===== src/rtl/i2s_pkg.sv =====
// i2s_pkg: shared constants and helpers for the I2S stereo port.
// Default geometry is 64 BCLK per frame at 12.288 MHz (48 kHz).
package i2s_pkg;

  localparam int DEF_BCLK_DIV = 2;
  localparam int DEF_SLOT_W   = 32;
  localparam int DEF_SAMPLE_W = 24;

  localparam int CH_L = 0;
  localparam int CH_R = 1;

  // Never returns 0 so a counter always has at least one bit.
  function automatic int clog2(input int v);
    int r;
    r = 1;
    while ((1 << r) < v) r++;
    return r;
  endfunction

endpackage


===== src/rtl/i2s_clkgen.sv =====
// i2s_clkgen: BCLK/LRCLK generation from CLK with bit-slot tracking.
// rise_s/fall_s flag the CLK cycle that registers a bclk edge.
module i2s_clkgen
  import i2s_pkg::*;
#(
  parameter  int BCLK_DIV = DEF_BCLK_DIV,
  parameter  int SLOT_W   = DEF_SLOT_W,
  localparam int BW       = clog2(SLOT_W)
) (
  input  logic          CLK,
  input  logic          RST,
  output logic          bclk,
  output logic          lrclk,
  output logic          rise_s,
  output logic          fall_s,
  output logic [BW-1:0] bit_idx
);

  localparam int DW = clog2(BCLK_DIV);
  localparam logic [DW-1:0] DIV_MAX = DW'(BCLK_DIV - 1);
  localparam logic [BW-1:0] IDX_MAX = BW'(SLOT_W - 1);

  logic [DW-1:0] div_cnt;
  logic          wrap;

  assign wrap   = (div_cnt == DIV_MAX);
  assign rise_s = wrap & ~bclk;
  assign fall_s = wrap & bclk;

  always_ff @(posedge CLK) begin
    if (RST) begin
      div_cnt <= '0;
      bclk    <= 1'b0;
      lrclk   <= 1'b0;
      bit_idx <= '0;
    end else begin
      div_cnt <= wrap ? '0 : div_cnt + 1'b1;
      if (wrap) bclk <= ~bclk;
      if (fall_s) begin
        if (bit_idx == IDX_MAX) begin
          bit_idx <= '0;
          lrclk   <= ~lrclk;
        end else begin
          bit_idx <= bit_idx + 1'b1;
        end
      end
    end
  end

endmodule


===== src/rtl/i2s_stereo_port.sv =====
// i2s_stereo_port: I2S master, stereo capture with valid/ready outputs.
// Playback serialiser is built only when I2S_PLAYBACK_EN is defined.
module i2s_stereo_port
  import i2s_pkg::*;
#(
  parameter int BCLK_DIV = DEF_BCLK_DIV,
  parameter int SLOT_W   = DEF_SLOT_W,
  parameter int SAMPLE_W = DEF_SAMPLE_W
) (
  input  logic                CLK,
  input  logic                RST,
  input  logic                rec_data,
  output logic                mclk,
  output logic                muten,
  output logic                bclk,
  output logic                lrclk,
  output logic [SAMPLE_W-1:0] left_data,
  output logic                left_valid,
  input  logic                left_ready,
  output logic [SAMPLE_W-1:0] right_data,
  output logic                right_valid,
  input  logic                right_ready,
  output logic [1:0]          overrun,
  input  logic                overrun_clr,
  input  logic [SAMPLE_W-1:0] play_left_data,
  input  logic [SAMPLE_W-1:0] play_right_data,
  input  logic                play_left_valid,
  input  logic                play_right_valid,
  output logic                play_left_ready,
  output logic                play_right_ready,
  output logic                pbdata,
  output logic                pblrc,
  output logic [1:0]          underrun
);

  localparam int BW = clog2(SLOT_W);
  localparam logic [BW-1:0] IDX_LSB = BW'(SAMPLE_W);

  if (SAMPLE_W > SLOT_W - 1) begin : g_bad_width
    $error("SAMPLE_W must not exceed SLOT_W-1");
  end

  logic          rise_s;
  logic          fall_s;
  logic [BW-1:0] bit_idx;

  i2s_clkgen #(
    .BCLK_DIV (BCLK_DIV),
    .SLOT_W   (SLOT_W)
  ) u_clkgen (
    .CLK     (CLK),
    .RST     (RST),
    .bclk    (bclk),
    .lrclk   (lrclk),
    .rise_s  (rise_s),
    .fall_s  (fall_s),
    .bit_idx (bit_idx)
  );

  assign mclk  = CLK;
  assign muten = 1'b1;
  assign pblrc = lrclk;

  logic [SAMPLE_W-1:0] cap_sh;
  logic                cap_done;
  logic                cap_ch;
  logic [1:0]          vld;
  logic [1:0]          rdy;
  logic [1:0]          load;
  logic [1:0]          xfer;
  logic [1:0]          ovr_set;
  logic [1:0]          ovr;

  assign rdy     = {right_ready, left_ready};
  assign load    = cap_done ? (cap_ch ? 2'b10 : 2'b01) : 2'b00;
  assign xfer    = vld & rdy;
  assign ovr_set = load & vld & ~rdy;

  assign left_valid  = vld[CH_L];
  assign right_valid = vld[CH_R];
  assign overrun     = ovr;

  // Slot bit 0 is the I2S one-bit delay; only 1..SAMPLE_W are data.
  always_ff @(posedge CLK) begin
    if (RST) begin
      cap_sh     <= '0;
      cap_done   <= 1'b0;
      cap_ch     <= 1'b0;
      vld        <= '0;
      ovr        <= '0;
      left_data  <= '0;
      right_data <= '0;
    end else begin
      cap_done <= rise_s && (bit_idx == IDX_LSB);
      cap_ch   <= lrclk;
      if (rise_s && bit_idx != '0 && bit_idx <= IDX_LSB)
        cap_sh <= {cap_sh[SAMPLE_W-2:0], rec_data};
      if (load[CH_L]) left_data  <= cap_sh;
      if (load[CH_R]) right_data <= cap_sh;
      vld <= load | (vld & ~xfer);
      ovr <= (overrun_clr ? 2'b00 : ovr) | ovr_set;
    end
  end

`ifdef I2S_PLAYBACK_EN
  localparam logic [BW-1:0] IDX_END = BW'(SLOT_W - 1);

  logic [SAMPLE_W-1:0] hold_l;
  logic [SAMPLE_W-1:0] hold_r;
  logic [SAMPLE_W-1:0] pb_sh;
  logic [1:0]          hfull;
  logic [1:0]          acc;
  logic [1:0]          mv;
  logic [1:0]          unr;
  logic                pb_q;
  logic                wrap_s;

  assign acc    = {play_right_valid, play_left_valid} & ~hfull;
  assign wrap_s = fall_s && (bit_idx == IDX_END);
  // lrclk is about to toggle, so the incoming slot is ~lrclk.
  assign mv     = wrap_s ? (lrclk ? 2'b01 : 2'b10) : 2'b00;

  assign play_left_ready  = ~hfull[CH_L];
  assign play_right_ready = ~hfull[CH_R];
  assign pbdata           = pb_q;
  assign underrun         = unr;

  always_ff @(posedge CLK) begin
    if (RST) begin
      hold_l <= '0;
      hold_r <= '0;
      pb_sh  <= '0;
      hfull  <= '0;
      unr    <= '0;
      pb_q   <= 1'b0;
    end else begin
      if (acc[CH_L]) hold_l <= play_left_data;
      if (acc[CH_R]) hold_r <= play_right_data;
      hfull <= acc | (hfull & ~mv);
      unr   <= (overrun_clr ? 2'b00 : unr) | (mv & ~hfull);
      if (mv[CH_L])
        pb_sh <= hfull[CH_L] ? hold_l : '0;
      else if (mv[CH_R])
        pb_sh <= hfull[CH_R] ? hold_r : '0;
      else if (fall_s && bit_idx < IDX_LSB)
        pb_sh <= pb_sh << 1;
      if (fall_s)
        pb_q <= (bit_idx < IDX_LSB) && pb_sh[SAMPLE_W-1];
    end
  end
`else
  logic unused_play;

  assign unused_play = ^{play_left_data, play_right_data,
                         play_left_valid, play_right_valid, fall_s};

  assign play_left_ready  = 1'b0;
  assign play_right_ready = 1'b0;
  assign pbdata           = 1'b0;
  assign underrun         = 2'b00;
`endif

endmodule


===== config.mk =====
export PLATFORM = sky130hd
export DESIGN_NAME = i2s_stereo_port
export DESIGN_NICKNAME = d
export VERILOG_FILES = /design/src/rtl/i2s_pkg.sv /design/src/rtl/i2s_clkgen.sv /design/src/rtl/i2s_stereo_port.sv
export SDC_FILE = /design/constraint.sdc
export NUM_CORES = 1
export LEC_CHECK = 0
export ABC_AREA = 1
export CAP_MARGIN = 5
export CORE_ASPECT_RATIO = 0.5
export CORE_MARGIN = 1.5
export CORE_UTILIZATION = 41
export DETAILED_ROUTE_END_ITERATION = 16
export PLACE_DENSITY = 0.82
export RECOVER_POWER = 25
export SYNTH_ARGS = -nofsm -noshare
export SYNTH_HDL_FRONTEND = slang
export SYNTH_HIERARCHICAL = 1
export SYNTH_SLANG_ARGS = --single-unit

===== constraint.sdc =====
create_clock -name CLK -period 1.57 [get_ports CLK]
set_clock_uncertainty 0.2 [all_clocks]
set_input_delay 0.314 -clock CLK [delete_from_list [all_inputs] [get_ports CLK]]
set_output_delay 0.314 -clock CLK [all_outputs]
set_load 0.05 [all_outputs]

==> results of run 1 <==
per-stage QoR:
| step | power (mW) | utilization | std cells | worst slack [ns] | hold WS, ns |
|---|---|---|---|---|---|
| after floorplan | 2.701 | - | 438 | 0.05349 | 0.1764 |
| after global placement | 2.788 | 0.5842 | 589 | -0.4011 | 0.2831 |
| after detailed placement | 2.803 | 0.5842 | 589 | -0.4011 | 0.3009 |
| after CTS | 5.044 | 0.6286 | 609 | -0.008457 | 0.2936 |
| after global routing | 5.254 | 0.6489 | 617 | -0.1966 | 0.3236 |
| final | 5.088 | 0.6489 | 617 | -0.1610 | 0.2995 |
where the power goes:
group / total, mW / internal, mW / switching [mW]
clock network: 2.39 / 1.42 / 0.975
logic: 0.453 / 0.148 / 0.305
registers: 2.24 / 2.22 / 0.0191
critical path, delay by kind of cell (launching register included):
family | cells | cell delay, ns
buffers and inverters | 2 | 0.22
flip-flops | 1 | 0.32
AND/OR/NAND/NOR | 6 | 0.88
layout make-up:
| class | count | area share |
|---|---|---|
| multi-input combinational | 256 | 0.2637 |
| timing repair buffer | 78 | 0.2639 |
| tap | 112 | 0.02690 |
| sequential | 86 | 0.3326 |
| inverter | 66 | 0.04803 |
| clock buffer | 14 | 0.06004 |
| clock inverter | 5 | 0.004803 |
state kept, by name, summed over array words and instances, names as in the netlist:
name,count
right_data,24
u_clkgen/div_cnt,1
vld,2
u_clkgen/bit_idx,5
cap_done,1
u_clkgen/bclk,1
overrun,2
u_clkgen/lrclk,1
cap_sh,24
left_data,24
cap_ch,1
worst max-delay path by stage:
| stage | end | cells past startpoint | start | slack, ns |
|---|---|---|---|---|
| after floorplan | u_clkgen/bit_idx[3]$_SDFFE_PP0P_ | 9 | u_clkgen/bit_idx[0]$_SDFFE_PP0P_ | 0.05 |
| after global placement | mclk | 1 | CLK | -0.40 |
| after CTS | cap_sh[23]$_SDFFE_PP0P_ | 5 | u_clkgen/bclk$_SDFFE_PP0P_ | -0.008 |
| final | cap_sh[5]$_SDFFE_PP0P_ | 8 | u_clkgen/bit_idx[0]$_SDFFE_PP0P_ | -0.16 |
| after detailed placement | mclk | 1 | CLK | -0.40 |
| after global routing | cap_sh[5]$_SDFFE_PP0P_ | 8 | u_clkgen/bit_idx[0]$_SDFFE_PP0P_ | -0.20 |
repair_timing:
action	in CTS	in global routing
cloned	2	3
pin swaps	1	12
endpoints found under the setup margin	27	31
resized for setup	11	21
buffers inserted	0	5
routing by layer:
layer / vias up / track usage / part of all wire
met3: 27 / 0.09159 / 0.083
met1: 1507 / 0.2191 / 0.39
met5: - / 0 / 0
met4: 0 / 0.08889 / 0.030
li1: 1518 / - / -
met2: 139 / 0.3599 / 0.49
cell usage in the layout, fill, tap and decap left out, types with 5 or more instances in the layout:
master and instances:
a21oi_1 52, clkbuf_16 12, nand4_1 24, nand2_1 52
buf_12 62, conb_1 6, clkdlybuf4s50_1 5, inv_1 61
nand3_1 5, clkinv_2 5, nor2_1 35, o21ai_0 49
buf_4 10, dfxtp_1 81, nand2_2 8
kinds of logic after synthesis:
| kind of cell | synth area share |
|---|---|
| adder cells (fa/ha/maj) | 0.007371 |
| other | 0.002212 |
| flip-flops | 0.5072 |
| buffers and inverters | 0.1286 |
| AO/OA/AOI/OAI | 0.1578 |
| AND/OR/NAND/NOR | 0.1968 |
==> flow_summary_export.csv, run 1 <==
group,metric,value,unit
routing,drc_errors,0,
routing,drt_iter0_drc,426,
min_path,hold_path_depth,2,
min_path,hold_class,"flop to flop",
cells_and_area,final_nets,558,
setup_path,worstPathRequired,1.74,ns
logic_synthesis,synthArstFlopShare,0,
floorplanning,die-area,8867,um2
outcome,status,"finished with violations",
logic_synthesis,netlist_area,3395,um2
logic_synthesis,syn_inst,434,
clock_network,cts_tree,"done",
logic_synthesis,yosys_warnings,6,
sta,fmax,0.5777,GHz
clock_network,clk_latency,0.45,ns
flow_run,cap_violations,0,
outcome,violations,"setup timing",
cells_and_area,regArea,1733,um2
setup_path,end_kind,"flop",
logic_synthesis,ys_seq_area_frac,0.5072,
clock_network,holdBufCountCts,0,
floorplanning,die_width,131.7,um
setup_path,r2r-start,"u_clkgen/bit_idx[0]$_SDFFE_PP0P_",
setup_path,r2r_cells,8,
global_route,overflow,0,
power_and_ir_drop,power_leakage,2.231,nW
power_and_ir_drop,power.density,976.5,nW/um2
logic_synthesis,netlist-cell-type-count,30,
floorplanning,core,8029,um2
logic_synthesis,synthTopCellsByCount,"dfxtp_1 (86), inv_1 (63), nand2_1 (60), a21oi_1 (52), o21ai_0 (49)",
floorplanning,core.rowCount,23,
place,io_buffers,61,
global_route,grt_pass1_vias,2988,
sta,finalSetupTns,-0.2689,ns
logic_synthesis,yosysTopAreaCell,"dfxtp_1",
routing,wl_per_cell,15.42,um
sta,setup_viol,5,
routing,dr_total_vias,3191,
global_route,grt_usage,0.2041,
global_route,grt_max_degree,74,
sta,maxSlewViolCount,0,
routing,viasPerCell,5.172,
global_route,grt_pass1_wl,13860,um
logic_synthesis,netlist_top_cells_area,"dfxtp_1 (51%), a21oi_1 (7.7%), o21ai_0 (7.2%)",
sta,fin_ws,-0.1610,ns
global_route,antenna_found_initial,0,
logic_synthesis,syn_area_per_cell,7.821,um2
floorplanning,fp.dieH,67.34,um
setup_path,cpPeakStageDelay,0.32,ns
sta,rsz0062_at_grt,"true",
setup_path,slowest_stage,"dfxtp_2",
setup_path,path_max_fanout,8,
cells_and_area,multi_input_area,1374,um2
place,place.gp.congestion,0.7161,
setup_path,crit_type,"flop to flop",
cells_and_area,fillers,559,
setup_path,worstPathCellList,"buf_4, nor2_4, nand2_4, nand2_8, nand3_4, nand2_1, inv_1, nor2_1",
logic_synthesis,synth_seq_cells,86,
power_and_ir_drop,peakVddDrop,0.6782,mV
cells_and_area,synthToLayoutAreaGrowth,53.48,%
cells_and_area,post_route_cells_drive_above_1_share,0.2535,
floorplanning,initial_core_util,0.4228,
floorplanning,pin_count,118,
logic_synthesis,synth_top_area_frac,0.5072,
sta,min_period_over_period,1.103,
sta,fin_crit,1.731,ns
cells_and_area,finish.instance_area,5210,um2
min_path,min-delay-start,"u_clkgen/lrclk$_SDFFE_PP0P_",
logic_synthesis,yosysMostFrequentCell,"dfxtp_1",
setup_path,worstReg2RegEnd,"cap_sh[5]$_SDFFE_PP0P_",
routing,route.antenna.remaining_nets,0,
cells_and_area,num_antenna_cells,0,
routing,totalWireLength,9513,um
setup_path,r2r_slack,-0.16,ns
place,placed_cell_area,4691,um2
logic_synthesis,ys.flop_type,"dfxtp_1",
sta,finalHoldViolCount,0,
logic_synthesis,synth_edf_count,0,
clock_network,clk_pin_slew_worst_paths,0.06,ns
min_path,hold_end,"cap_ch$_SDFF_PP0_",
setup_path,worst_setup_path_start_kind,"flop",
setup_path,arrival,1.90,ns
place,hpwl,4942,um
routing,first_pass_iters,5,
(Power assumes the default switching activity.)
==> inputs of run 2 (changes only) <==
--- a/constraint.sdc
+++ b/constraint.sdc
@@ -4,2 +4,2 @@
 set_output_delay 0.314 -clock CLK [all_outputs]
-set_load 0.05 [all_outputs]
+set_load 0.005 [all_outputs]
==> flow_summary_export.csv, run 2 (synthesis results as in run 1) <==
group,metric,value,unit
cells_and_area,post_route_cells_drive_above_1_share,0.1816,
floorplanning,core.rowCount,23,
power_and_ir_drop,clkPwrFrac,0.481,
clock_network,clk_pin_slew_worst_paths,0.07,ns
floorplanning,pin_count,118,
sta,finalHoldViolCount,0,
setup_path,path_max_fanout,8,
sta,finalSetupTns,-0.004237,ns
global_route,grt_pass1_vias,2792,
flow_run,cap_violations,0,
global_route,antenna_found_initial,0,
power_and_ir_drop,combPwrFrac,0.085,
global_route,grt_max_degree,39,
place,placed_cell_area,4187,um2
min_path,hold_class,"flop to flop",
routing,wl_per_cell,13.79,um
sta,fmax,0.6352,GHz
global_route,grt_usage,0.1876,
floorplanning,initial_core_util,0.4228,
cells_and_area,layout_common_cells,"inv_1 (62), dfxtp_1 (62), nand2_1 (59), a21oi_1 (52), o21ai_0 (49)",
sta,maxSlewViolCount,0,
sta,fin_crit,1.574,ns
routing,totalWireLength,8603,um
floorplanning,die-area,8867,um2
power_and_ir_drop,power_leakage,2.191,nW
outcome,violations,"setup timing",
power_and_ir_drop,power.density,1089,nW/um2
cells_and_area,synthToLayoutAreaGrowth,39.22,%
sta,setup_viol,1,
global_route,grt_pass1_wl,13030,um
sta,min_period_over_period,1.003,
routing,viasPerCell,5.054,
setup_path,arrival,1.77,ns
cells_and_area,stdcell_count,624,
setup_path,r2r_slack,-0.004,ns
power_and_ir_drop,peakVddDrop,0.5779,mV
clock_network,cts_tree,"done",
routing,route.antenna.remaining_nets,0,
routing,drc_errors,0,
setup_path,end_kind,"flop",
place,hpwl,4781,um
place,place.gp.congestion,0.7831,
cells_and_area,finish.instance_area,4726,um2
outcome,status,"finished with violations",
setup_path,worstPathRequired,1.76,ns
place,io_buffers,61,
place,place_inst,596,
power_and_ir_drop,switching_share,0.2540,
floorplanning,die_width,131.7,um
power_and_ir_drop,cell_internal_pwr,3.839,mW
sta,rsz0062_at_grt,"true",
floorplanning,core,8029,um2
routing,first_pass_iters,8,
cells_and_area,top_regs,"cap_sh x24, left_data x24, right_data x24",
power_and_ir_drop,switching_power,1.307,mW
routing,dr_total_vias,3154,
routing,drt_iter0_drc,307,
cells_and_area,num_antenna_cells,0,
sta,fin_ws,-0.004237,ns
global_route,overflow,0,
setup_path,crit_type,"flop to flop",
cells_and_area,final_nets,565,
clock_network,clk_latency,0.46,ns
power_and_ir_drop,pwr-share-seq,0.434,
cells_and_area,fillers,655,
setup_path,worst_setup_path_start_kind,"flop",
floorplanning,fp.dieH,67.34,um
run 2: power by group through the flow:
stage	sequential (mW)	clock, mW	combinational [mW]
6_report	2.24	2.47	0.437
5_1_grt	2.24	2.61	0.477
4_1_cts	2.23	2.63	0.356
3_5_place_dp	2.29	0.0536	0.334
3_3_place_gp	2.28	0.0536	0.324
2_1_floorplan	2.29	0.0413	0.239
run 2: worst paths after layout:
check                           cells past startpoint                      end                              from
worst max-delay path                                7  cap_sh[16]$_SDFFE_PP0P_  u_clkgen/bit_idx[0]$_SDFFE_PP0P_
worst min register to register                      2    overrun[0]$_SDFF_PP0_             overrun[0]$_SDFF_PP0_
worst max register to register                      7  cap_sh[16]$_SDFFE_PP0P_  u_clkgen/bit_idx[0]$_SDFFE_PP0P_
worst min-delay path                                2    overrun[0]$_SDFF_PP0_             overrun[0]$_SDFF_PP0_
run 2: through the flow:
stage | util | setup WS, ns | total power, mW | hold slack [ns]
floorplan | - | 0.002470 | 2.568 | 0.1764
global placement | 0.5214 | -0.1426 | 2.662 | 0.2556
detailed placement | 0.5214 | -0.1483 | 2.674 | 0.2590
CTS | 0.5669 | -0.1083 | 5.222 | 0.2667
global route | 0.5886 | -0.08392 | 5.330 | 0.2897
finish | 0.5886 | -0.004237 | 5.146 | 0.2687
run 2: what timing repair did:
action / in CTS / in global routing
pin swaps: 1 / 26
buffers inserted: 1 / 4
hold buffers: 0 / 0
endpoints found under the hold margin: 0 / 0
gates resized for setup: 71 / 60
cloned: 1 / 4
endpoints found under the setup margin: 80 / 62
run 2: critical path, stage by stage, from the launching register on:
cell	delay, ns
dfxtp_2	0.33
buf_6	0.12
nor2_4	0.15
nand3_4	0.21
buf_6	0.22
nand4_1	0.12
nand2_1	0.08
nor2_1	0.08
run 2: metal layers:
metal	wire length, um	up-vias	GRT usage
met4	98	0	0.05000
met5	0	-	0
met3	612	11	0.07808
met1	3698	1483	0.2269
li1	-	1539	-
met2	4194	121	0.3145
run 2: cell type report:
class                           count  area (um2)  share of cell area
Clock buffer                       12       300.3             0.06354
Clock inverter                      7       73.82             0.01562
Inverter                           66       250.2             0.05295
Multi-Input combinational cell    256        1349              0.2854
Sequential cell                    86        1752              0.3707
Tap cell                          112       140.1             0.02965
Timing Repair Buffer               85       860.8              0.1822
